$ cat src/rtl/adc_scan_pkg.sv
// rtl/adc_scan_pkg.sv - shared types and sizes for the ADC scan sequencer
package adc_scan_pkg;

  localparam int NUM_CH   = 8;
  localparam int DATA_W   = 12;
  localparam int ADDR_W   = 3;
  localparam int AVG_LOG2 = 2;

  typedef enum logic [2:0] {
    IDLE,
    SELECT,
    SETTLE,
    START,
    WAIT,
    STORE
  } state_e;

endpackage

$ cat src/rtl/chan_rr_pick.sv
// rtl/chan_rr_pick.sv - next set mask bit strictly above cur_i, wrapping; wrap_o when pick <= cur
module chan_rr_pick
  import adc_scan_pkg::*;
(
  input  logic [NUM_CH-1:0] mask_i,
  input  logic [ADDR_W-1:0] cur_i,
  output logic [ADDR_W-1:0] pick_o,
  output logic              found_o,
  output logic              wrap_o
);

  logic [ADDR_W-1:0] idx;

  // i == NUM_CH lands back on cur_i, so a lone mask bit reselects itself
  always_comb begin
    pick_o  = cur_i;
    found_o = 1'b0;
    idx     = '0;
    for (int i = 1; i <= NUM_CH; i++) begin
      idx = cur_i + ADDR_W'(i);
      if (!found_o && mask_i[idx]) begin
        pick_o  = idx;
        found_o = 1'b1;
      end
    end
    wrap_o = found_o && (pick_o <= cur_i);
  end

endmodule

$ cat src/rtl/adc_scan_sequencer.sv
// rtl/adc_scan_sequencer.sv - round-robin ADC channel scanner with result registers
// Optional 4x averaging per channel when SCAN_AVG_EN is defined.
module adc_scan_sequencer
  import adc_scan_pkg::*;
#(
  parameter int SETTLE_CYCLES  = 16,
  parameter int TIMEOUT_CYCLES = 1024
) (
  input  logic              clk,
  input  logic              Resetn,
  input  logic              enable,
  input  logic [NUM_CH-1:0] channel_mask,
  output logic [ADDR_W-1:0] adc_addr,
  output logic              conv_start,
  input  logic              conv_done,
  input  logic [DATA_W-1:0] conv_data,
  input  logic [ADDR_W-1:0] rd_ch,
  output logic [DATA_W-1:0] rd_data,
  output logic              sample_valid,
  output logic [ADDR_W-1:0] sample_ch,
  output logic              scan_done,
  output logic              timeout_err
);

  localparam int CNT_MAX = (TIMEOUT_CYCLES > SETTLE_CYCLES) ? TIMEOUT_CYCLES : SETTLE_CYCLES;
  localparam int CNT_W   = $clog2(CNT_MAX + 1);
  localparam logic [CNT_W-1:0] SETTLE_LAST  = CNT_W'((SETTLE_CYCLES > 0) ? SETTLE_CYCLES - 1 : 0);
  localparam logic [CNT_W-1:0] TIMEOUT_LAST = CNT_W'((TIMEOUT_CYCLES > 0) ? TIMEOUT_CYCLES - 1 : 0);

  state_e            state_q, state_d;
  logic [CNT_W-1:0]  cnt_q, cnt_d;
  logic [ADDR_W-1:0] addr_q, addr_d;
  logic              restart_q, restart_d;
  logic [DATA_W-1:0] data_q, data_d;
  logic              tout_q, tout_d;
  logic [DATA_W-1:0] result_q [NUM_CH];

`ifdef SCAN_AVG_EN
  logic [DATA_W+AVG_LOG2-1:0] acc_q, acc_d, acc_sum;
  logic [AVG_LOG2-1:0]        beat_q, beat_d;
`endif

  logic [ADDR_W-1:0] pick;
  logic              found, wrap;

  // After IDLE the search base is the top channel so the lowest set bit wins
  chan_rr_pick u_pick (
    .mask_i  (channel_mask),
    .cur_i   (restart_q ? ADDR_W'(NUM_CH - 1) : addr_q),
    .pick_o  (pick),
    .found_o (found),
    .wrap_o  (wrap)
  );

  always_comb begin
    state_d      = state_q;
    cnt_d        = '0;
    addr_d       = addr_q;
    restart_d    = restart_q;
    data_d       = data_q;
    tout_d       = tout_q;
    conv_start   = 1'b0;
    sample_valid = 1'b0;
    scan_done    = 1'b0;
`ifdef SCAN_AVG_EN
    acc_d   = acc_q;
    beat_d  = beat_q;
    acc_sum = acc_q + {{AVG_LOG2{1'b0}}, conv_data};
`endif
    case (state_q)
      IDLE: begin
        restart_d = 1'b1;
        if (enable && |channel_mask) state_d = SELECT;
      end
      SELECT: begin
        if (enable && found) begin
          addr_d    = pick;
          restart_d = 1'b0;
          scan_done = wrap && !restart_q;
          state_d   = SETTLE;
        end else begin
          state_d = IDLE;
        end
      end
      SETTLE: begin
        if (!enable)                  state_d = IDLE;
        else if (cnt_q == SETTLE_LAST) state_d = START;
        else                          cnt_d   = cnt_q + 1'b1;
      end
      START: begin
        conv_start = 1'b1;
        state_d    = WAIT;
      end
      WAIT: begin
        if (conv_done) begin
`ifdef SCAN_AVG_EN
          if (beat_q == '1) begin
            data_d  = acc_sum[DATA_W+AVG_LOG2-1:AVG_LOG2];
            acc_d   = '0;
            beat_d  = '0;
            state_d = STORE;
          end else begin
            acc_d   = acc_sum;
            beat_d  = beat_q + 1'b1;
            state_d = START;
          end
`else
          data_d  = conv_data;
          state_d = STORE;
`endif
        end else if (cnt_q == TIMEOUT_LAST) begin
          tout_d  = 1'b1;
          state_d = SELECT;
`ifdef SCAN_AVG_EN
          acc_d  = '0;
          beat_d = '0;
`endif
        end else begin
          cnt_d = cnt_q + 1'b1;
        end
      end
      STORE: begin
        sample_valid = 1'b1;
        state_d      = (enable && |channel_mask) ? SELECT : IDLE;
      end
      default: state_d = IDLE;
    endcase
  end

  always_ff @(posedge clk or negedge Resetn) begin
    if (!Resetn) begin
      state_q   <= IDLE;
      cnt_q     <= '0;
      addr_q    <= '0;
      restart_q <= 1'b1;
      data_q    <= '0;
      tout_q    <= 1'b0;
      for (int i = 0; i < NUM_CH; i++) result_q[i] <= '0;
`ifdef SCAN_AVG_EN
      acc_q  <= '0;
      beat_q <= '0;
`endif
    end else begin
      state_q   <= state_d;
      cnt_q     <= cnt_d;
      addr_q    <= addr_d;
      restart_q <= restart_d;
      data_q    <= data_d;
      tout_q    <= tout_d;
      if (state_q == STORE) result_q[addr_q] <= data_q;
`ifdef SCAN_AVG_EN
      acc_q  <= acc_d;
      beat_q <= beat_d;
`endif
    end
  end

  assign adc_addr    = addr_q;
  assign sample_ch   = (state_q == STORE) ? addr_q : '0;
  assign timeout_err = tout_q;
  assign rd_data     = result_q[rd_ch];

endmodule

$ cat config.mk
export PLATFORM = sky130hd
export DESIGN_NAME = adc_scan_sequencer
export DESIGN_NICKNAME = d
export VERILOG_FILES = /design/src/rtl/adc_scan_pkg.sv /design/src/rtl/chan_rr_pick.sv /design/src/rtl/adc_scan_sequencer.sv
export SDC_FILE = /design/constraint.sdc
export NUM_CORES = 1
export LEC_CHECK = 0
export CAP_MARGIN = 0
export CORE_MARGIN = 4
export CORE_UTILIZATION = 35
export DETAILED_ROUTE_END_ITERATION = 16
export GPL_TIMING_DRIVEN = 0
export SYNTH_ARGS = -nofsm -noshare
export SYNTH_HDL_FRONTEND = slang
export SYNTH_HIERARCHICAL = 1
export SYNTH_SLANG_ARGS = --single-unit
export TNS_END_PERCENT = 100
$ cat constraint.sdc
create_clock -name clk -period 5.34 [get_ports clk]
set_input_delay 1.068 -clock clk [delete_from_list [all_inputs] [get_ports clk]]
set_output_delay 1.068 -clock clk [all_outputs]
set_load 0.01 [all_outputs]
==> results of run 1 <==
## report_power, final
group | internal (mW) | switching, mW | leakage, nW
clock network | 0.792 | 0.416 | 0.304
registers | 1.24 | 0.222 | 1.73
logic | 0.760 | 0.584 | 1.81
total | 2.80 | 1.22 | 3.84
## flip-flops by register name, summed over array words and instances, names as in the netlist
register     flops
result_q        96
data_q          12
cnt_q           11
adc_addr         3
state_q          3
restart_q        1
timeout_err      1
## cell families (layout without fill, tap and decap cells)
family / after synthesis / count (layout) / share of synthesized area, %
muxes: 171 / 171 / 34.8
DFF: 127 / 127 / 47.2
and+or+nand+nor: 89 / 89 / 7.93
AOI/OAI and AO/OA: 38 / 38 / 4.16
buffers and inverters: 35 / 138 / 2.73
xor gates and xnor gates: 15 / 15 / 2.06
adders and majority gates: 6 / 6 / 1.11
## through the flow
step	std cells	hold WS (ns)	setup TNS, ns	total power, mW
2_1_floorplan	481	0.452	0	2.25
3_3_place_gp	787	0.442	-197.70	2.56
3_5_place_dp	788	0.446	-1.06	2.62
4_1_cts	839	0.467	0	3.97
5_1_grt	844	0.494	-0.151	4.25
6_report	844	0.463	0	4.02
## worst max-delay path, stage by stage (launching register included)
cell and delay (ns):
dfstp_2 0.54, or2_4 0.15, inv_6 0.04, ha_4 0.27
buf_6 0.12, mux2_4 0.30, mux4_2 0.55, buf_6 0.16
nor3_4 0.13, a21boi_2 0.22, o31ai_2 0.09, a31oi_1 0.26
ha_1 0.30, a21oi_2 0.13, a31oi_1 0.05, a21oi_1 0.11
nor3b_2 0.19, buf_2 0.16
## per-layer routing
layer	GRT usage (%)	vias to the layer above
li1	-	2015
met1	20.3	2250
met2	25.3	76
met3	3.76	14
met4	3.57	0
met5	0	-
## placed cells by master, fill, tap and decap left out, types with 9 or more instances in the layout
cell type,count
dfrtp_1,124
mux2_2,86
mux2_1,40
clkdlybuf4s50_1,36
mux4_2,35
buf_4,30
clkbuf_16,17
nor2_1,16
nand2_1,14
buf_2,12
xnor2_1,10
nand3_1,9
## final cells by class
cell class / count / area share (%)
multi-input combinational: 319 / 41.0
sequential: 127 / 37.6
timing repair buffer: 75 / 8.17
clock buffer: 22 / 5.84
tap: 260 / 3.84
clock inverter: 10 / 1.57
buffer: 22 / 1.49
inverter: 9 / 0.517
## path summary, 6_finish.rpt
kind | to | cells after the start
min | timeout_err$_DFFE_PN0P_ | 1
min reg2reg | timeout_err$_DFFE_PN0P_ | 1
max in group asynchronous | data_q[3]$_DFFE_PN0P_ | 2
max | scan_done | 17
min in group asynchronous | result_q[43]$_DFFE_PN0P_ | 1
max reg2reg | adc_addr[1]$_DFFE_PN0P_ | 14
## repair_timing
item,in CTS,in global routing
gates resized for setup,34,14
buffers inserted,20,8
setup endpoints to repair,1,1
gates cloned,0,0
pin swaps,7,12
hold buffers,0,0
==> flow_summary.ini, run 1 <==
[run_status]
status = completed

[synth]
synth_edf_count = 0
synth_nets = 514
synthesis.area_um2 = 6740
synth.distinct_cells = 65
yosys_warnings = 6
synth.most_common_cell = dfrtp_1
synthCells = 481
ys_async_sr_fraction_pct = 100
synth_commonest_cells = 126 x dfrtp_1, 86 x mux2_2, 43 x mux2_1, 33 x mux4_2, 16 x nor2_1
yosysTopAreaCellShare_pct = 46.8
synth_top_cell_by_area = dfrtp_1
synth-seq-area-share_pct = 47.2
ys_top_cells_by_area = dfrtp_1 47%, mux2_2 14%, mux4_2 11%
syn_area_per_cell_um2 = 14.0
synth-seq-cells = 127
synthFlopType = dfrtp_1

[detailed_routing]
antenna_left = 0
met1_length_um = 7330
drc = 0
wl_per_cell_um = 18.8
firstDrtPassIters = 4
highest_layer = met4
drt_iter0_markers = 193
num_vias = 4355
met3_length_um = 537
met2WireLength_um = 7840
routed_wl_um = 15800
routed_via_density = 5.16

[place]
postPlaceCellArea_um2 = 7550
place_worst_setup_slack_ns = -1.06
io_buffers = 46
place_congestion = 0.816
post-dp-hpwl_um = 10400

[timing]
max_slew_margin_pct = 43.1
period_needed_ns = 5.28
finalWorstSetupSlack_ns = 0.0643
grt_setup_unrepaired = yes
timing.fmax_ghz = 0.190
fin_skew_ns = 0.00576
setup_violations = 0
finalMaxSlewViolations = 0
hold_viol = 0
worstMarginPinSlew_ns = 0.854
min_period_over_period_pct = 98.8

[worst_setup_path]
startpoint = restart_q$_DFFE_PN1P_
cp-start-kind = register
cp_max_fo = 6
end_kind = output port
worstSetupPathType = reg2out
crit_arrival_ns = 4.21
regToRegSetupSlack_ns = 1.87
regToRegStartpoint = restart_q$_DFFE_PN1P_
crit_required_ns = 4.27

[grt]
grt_pass1_wl_um = 26000
grt_overflow = 0
grt_usage_pct = 15.3
grt_pass1_vias = 4740
grt_max_degree = 85
antenna_found_initial = 0

[layout]
diodes = 0
nNetsFinal = 604
drive_gt1_share_pct = 41.6
utilization_pct = 45.0
multi_input_area_um2 = 3470
area_growth_pct = 25.7
num-fill-cells = 1708
ff_latch_area_um2 = 3180
fin_area_um2 = 8470

[floorplanning]
die_x_um = 147
start_util_pct = 35.8
ioPinCount = 49
die_area_um2 = 21500
core_area_um2 = 18800
rows = 50
die-height_um = 147

[clocking]
cts-root-buf = clkbuf_16
cts_tree = done
cts_inserted_buffers = 17
htree_levels = 4
clk_pin_slew_ns = 0.06
cts_buffer_depth = 2
clock_sinks = 127
insertion_delay_ns = 0.41

[power_and_ir_drop]
p_leak_nw = 3.84
ir_drop_mv = 0.222
power_density_nw_per_um2 = 475

[hold_path]
hold_path.startpoint = timeout_err$_DFFE_PN0P_
min_path_type = reg2reg

[job]
drv_cap = 0
No activity file was read; power rests on OpenSTA's default activity.
==> run 2: changes to the inputs <==
- CORE_MARGIN: 4 -> default
==> flow_summary.ini, run 2 (synthesis results as in run 1) <==
[run_status]
status = finished with violations
violations = setup timing

[clocking]
clk_pin_slew_ns = 0.05
htree_levels = 4
cts_inserted_buffers = 17
cts-root-buf = clkbuf_16
clock_sinks = 127
cts_tree = done
insertion_delay_ns = 0.41
cts_buffer_depth = 2

[floorplanning]
ioPinCount = 49
start_util_pct = 35.9
core_area_um2 = 18800
rows = 50
die_area_um2 = 19800
die_x_um = 141
die-height_um = 141

[grt]
grt_max_degree = 70
grt_pass1_vias = 4667
grtUsageMet1_pct = 23.0
grt_usage_pct = 17.0
grt_use_met3_pct = 4.18
grt_use_met2_pct = 26.9
grt_overflow = 0
busiest_layer = met2
antenna_found_initial = 0
grt_pass1_wl_um = 25400

[power_and_ir_drop]
p_switching_mw = 1.22
internal-power_mw = 2.77
seq_power_share_pct = 36.7
power_mw = 3.99
p_leak_nw = 3.84
switching_share_pct = 30.5
power_density_nw_per_um2 = 471
comb_power_share_pct = 34.4
p_clk_share_pct = 28.9
ir_drop_mv = 0.224

[layout]
drive_gt1_share_pct = 41.3
largest_reg_flops = 96
diodes = 0
reg_top3 = result_q (96), data_q (12), cnt_q (11)
layout_common_cells = 124 x dfrtp_1, 86 x mux2_2, 40 x mux2_1, 36 x clkdlybuf4s50_1, 35 x mux4_2
final_common_cell = dfrtp_1
utilization_pct = 45.0
final_cells = 818
num-fill-cells = 1681
top_register = result_q
fin_area_um2 = 8450
area_growth_pct = 25.5
nNetsFinal = 606

[worst_setup_path]
crit_chain = or2_4 > buf_12 > clkinvlp_4 > ha_4 > buf_6 > mux2_4 > mux4_2 > nor3_4 > a21boi_2 > o31ai_2 > a31oi_1 > ha_1 > a21oi_1 > a31oi_1 > a21oi_1 > nor3b_2 > buf_2
end_kind = output port
endpoint = scan_done
regToRegStartpoint = adc_addr[0]$_DFFE_PN0P_
r2r_cells = 13
crit_arrival_ns = 4.33
rr_endpoint = adc_addr[1]$_DFFE_PN0P_
cpMaxStageDelayCell = mux4_2
crit_required_ns = 4.27
max_stage_delay_ns = 0.59
cp-start-kind = register
cp_max_fo = 5
worstSetupPathType = reg2out
startpoint = restart_q$_DFFE_PN1P_
regToRegSetupSlack_ns = 1.85

[timing]
fin_tns_setup_ns = -0.0577
worstMarginPinSlew_ns = 0.873
finalMaxSlewViolations = 0
holdWs_ns = 0.461
finalWorstSetupSlack_ns = -0.0577
timing.fmax_ghz = 0.185
setup_violations = 1
period_needed_ns = 5.40
max_slew_margin_pct = 41.8
hold_viol = 0
fin_skew_ns = 0.00568
grt_setup_unrepaired = yes
min_period_over_period_pct = 101

[hold_path]
min_path_type = reg2reg

[place]
post-dp-hpwl_um = 10300
place_congestion = 0.834
place_worst_setup_slack_ns = -1.02
io_buffers = 46
place_inst = 762
postPlaceCellArea_um2 = 7520

[detailed_routing]
num_vias = 4433
drt_iter0_markers = 127
routed_via_density = 5.42
wl_per_cell_um = 19.2
antenna_left = 0
drc = 0
routed_wl_um = 15700
firstDrtPassIters = 4

[job]
drv_cap = 0
## run 2: cell types whose count changed in the layout (fill, tap and decap cells not counted), sizes merged
cell and change:
buf +1, bufinv -1, clkbuf +4, clkinv -2
clkinvlp -1, inv -1
## run 2: power groups by stage
stage	sequential (mW)	clock, mW	combinational, mW
2_1_floorplan	1.40	0	0.853
3_3_place_gp	1.45	0	1.11
3_5_place_dp	1.48	0	1.15
4_1_cts	1.46	1.18	1.28
5_1_grt	1.51	1.22	1.48
6_report	1.46	1.15	1.37
## run 2: worst min path at each step
stage                             start                  endpoint  slack (ns)  depth (start not counted)
2_1_floorplan  result_q[13]$_DFFE_PN0P_  result_q[13]$_DFFE_PN0P_        0.45                          1
3_3_place_gp    timeout_err$_DFFE_PN0P_   timeout_err$_DFFE_PN0P_        0.44                          1
3_5_place_dp    timeout_err$_DFFE_PN0P_   timeout_err$_DFFE_PN0P_        0.45                          1
4_1_cts         timeout_err$_DFFE_PN0P_   timeout_err$_DFFE_PN0P_        0.47                          1
5_1_grt         timeout_err$_DFFE_PN0P_   timeout_err$_DFFE_PN0P_        0.50                          1
6_report        timeout_err$_DFFE_PN0P_   timeout_err$_DFFE_PN0P_        0.46                          1
## run 2: worst max-delay path: cells and delay by family, from the launching register on
family	cells	cell delay, ns
adders and majority gates	2	0.59
muxes	2	0.88
buffers and inverters	4	0.48
DFF	1	0.56
and+or+nand+nor	3	0.56
AOI/OAI and AO/OA	6	0.85
## run 2: layer usage
metal	vias up	wire length (um)
li1	2006	-
met1	2286	7260
met2	125	7540
met3	16	756
met4	0	174
met5	-	0
## run 2: cell type report
type,count,area [um2],area share [%]
well taps,234,293,3.46
clock inverters,5,77.6,0.918
clock buffers,25,515,6.10
multi-input cells,319,3500,41.3
plain buffers,25,170,2.01
inverters,9,40.0,0.474
repair buffers,74,681,8.05
flip-flops and latches,127,3180,37.6
## run 2: repair_timing
| action | in CTS | in global routing |
|---|---|---|
| pin swaps | 9 | 9 |
| resized for setup | 38 | 11 |
| setup buffers | 21 | 6 |
| hold buffers | 0 | 0 |
| setup endpoints to repair | 1 | 1 |
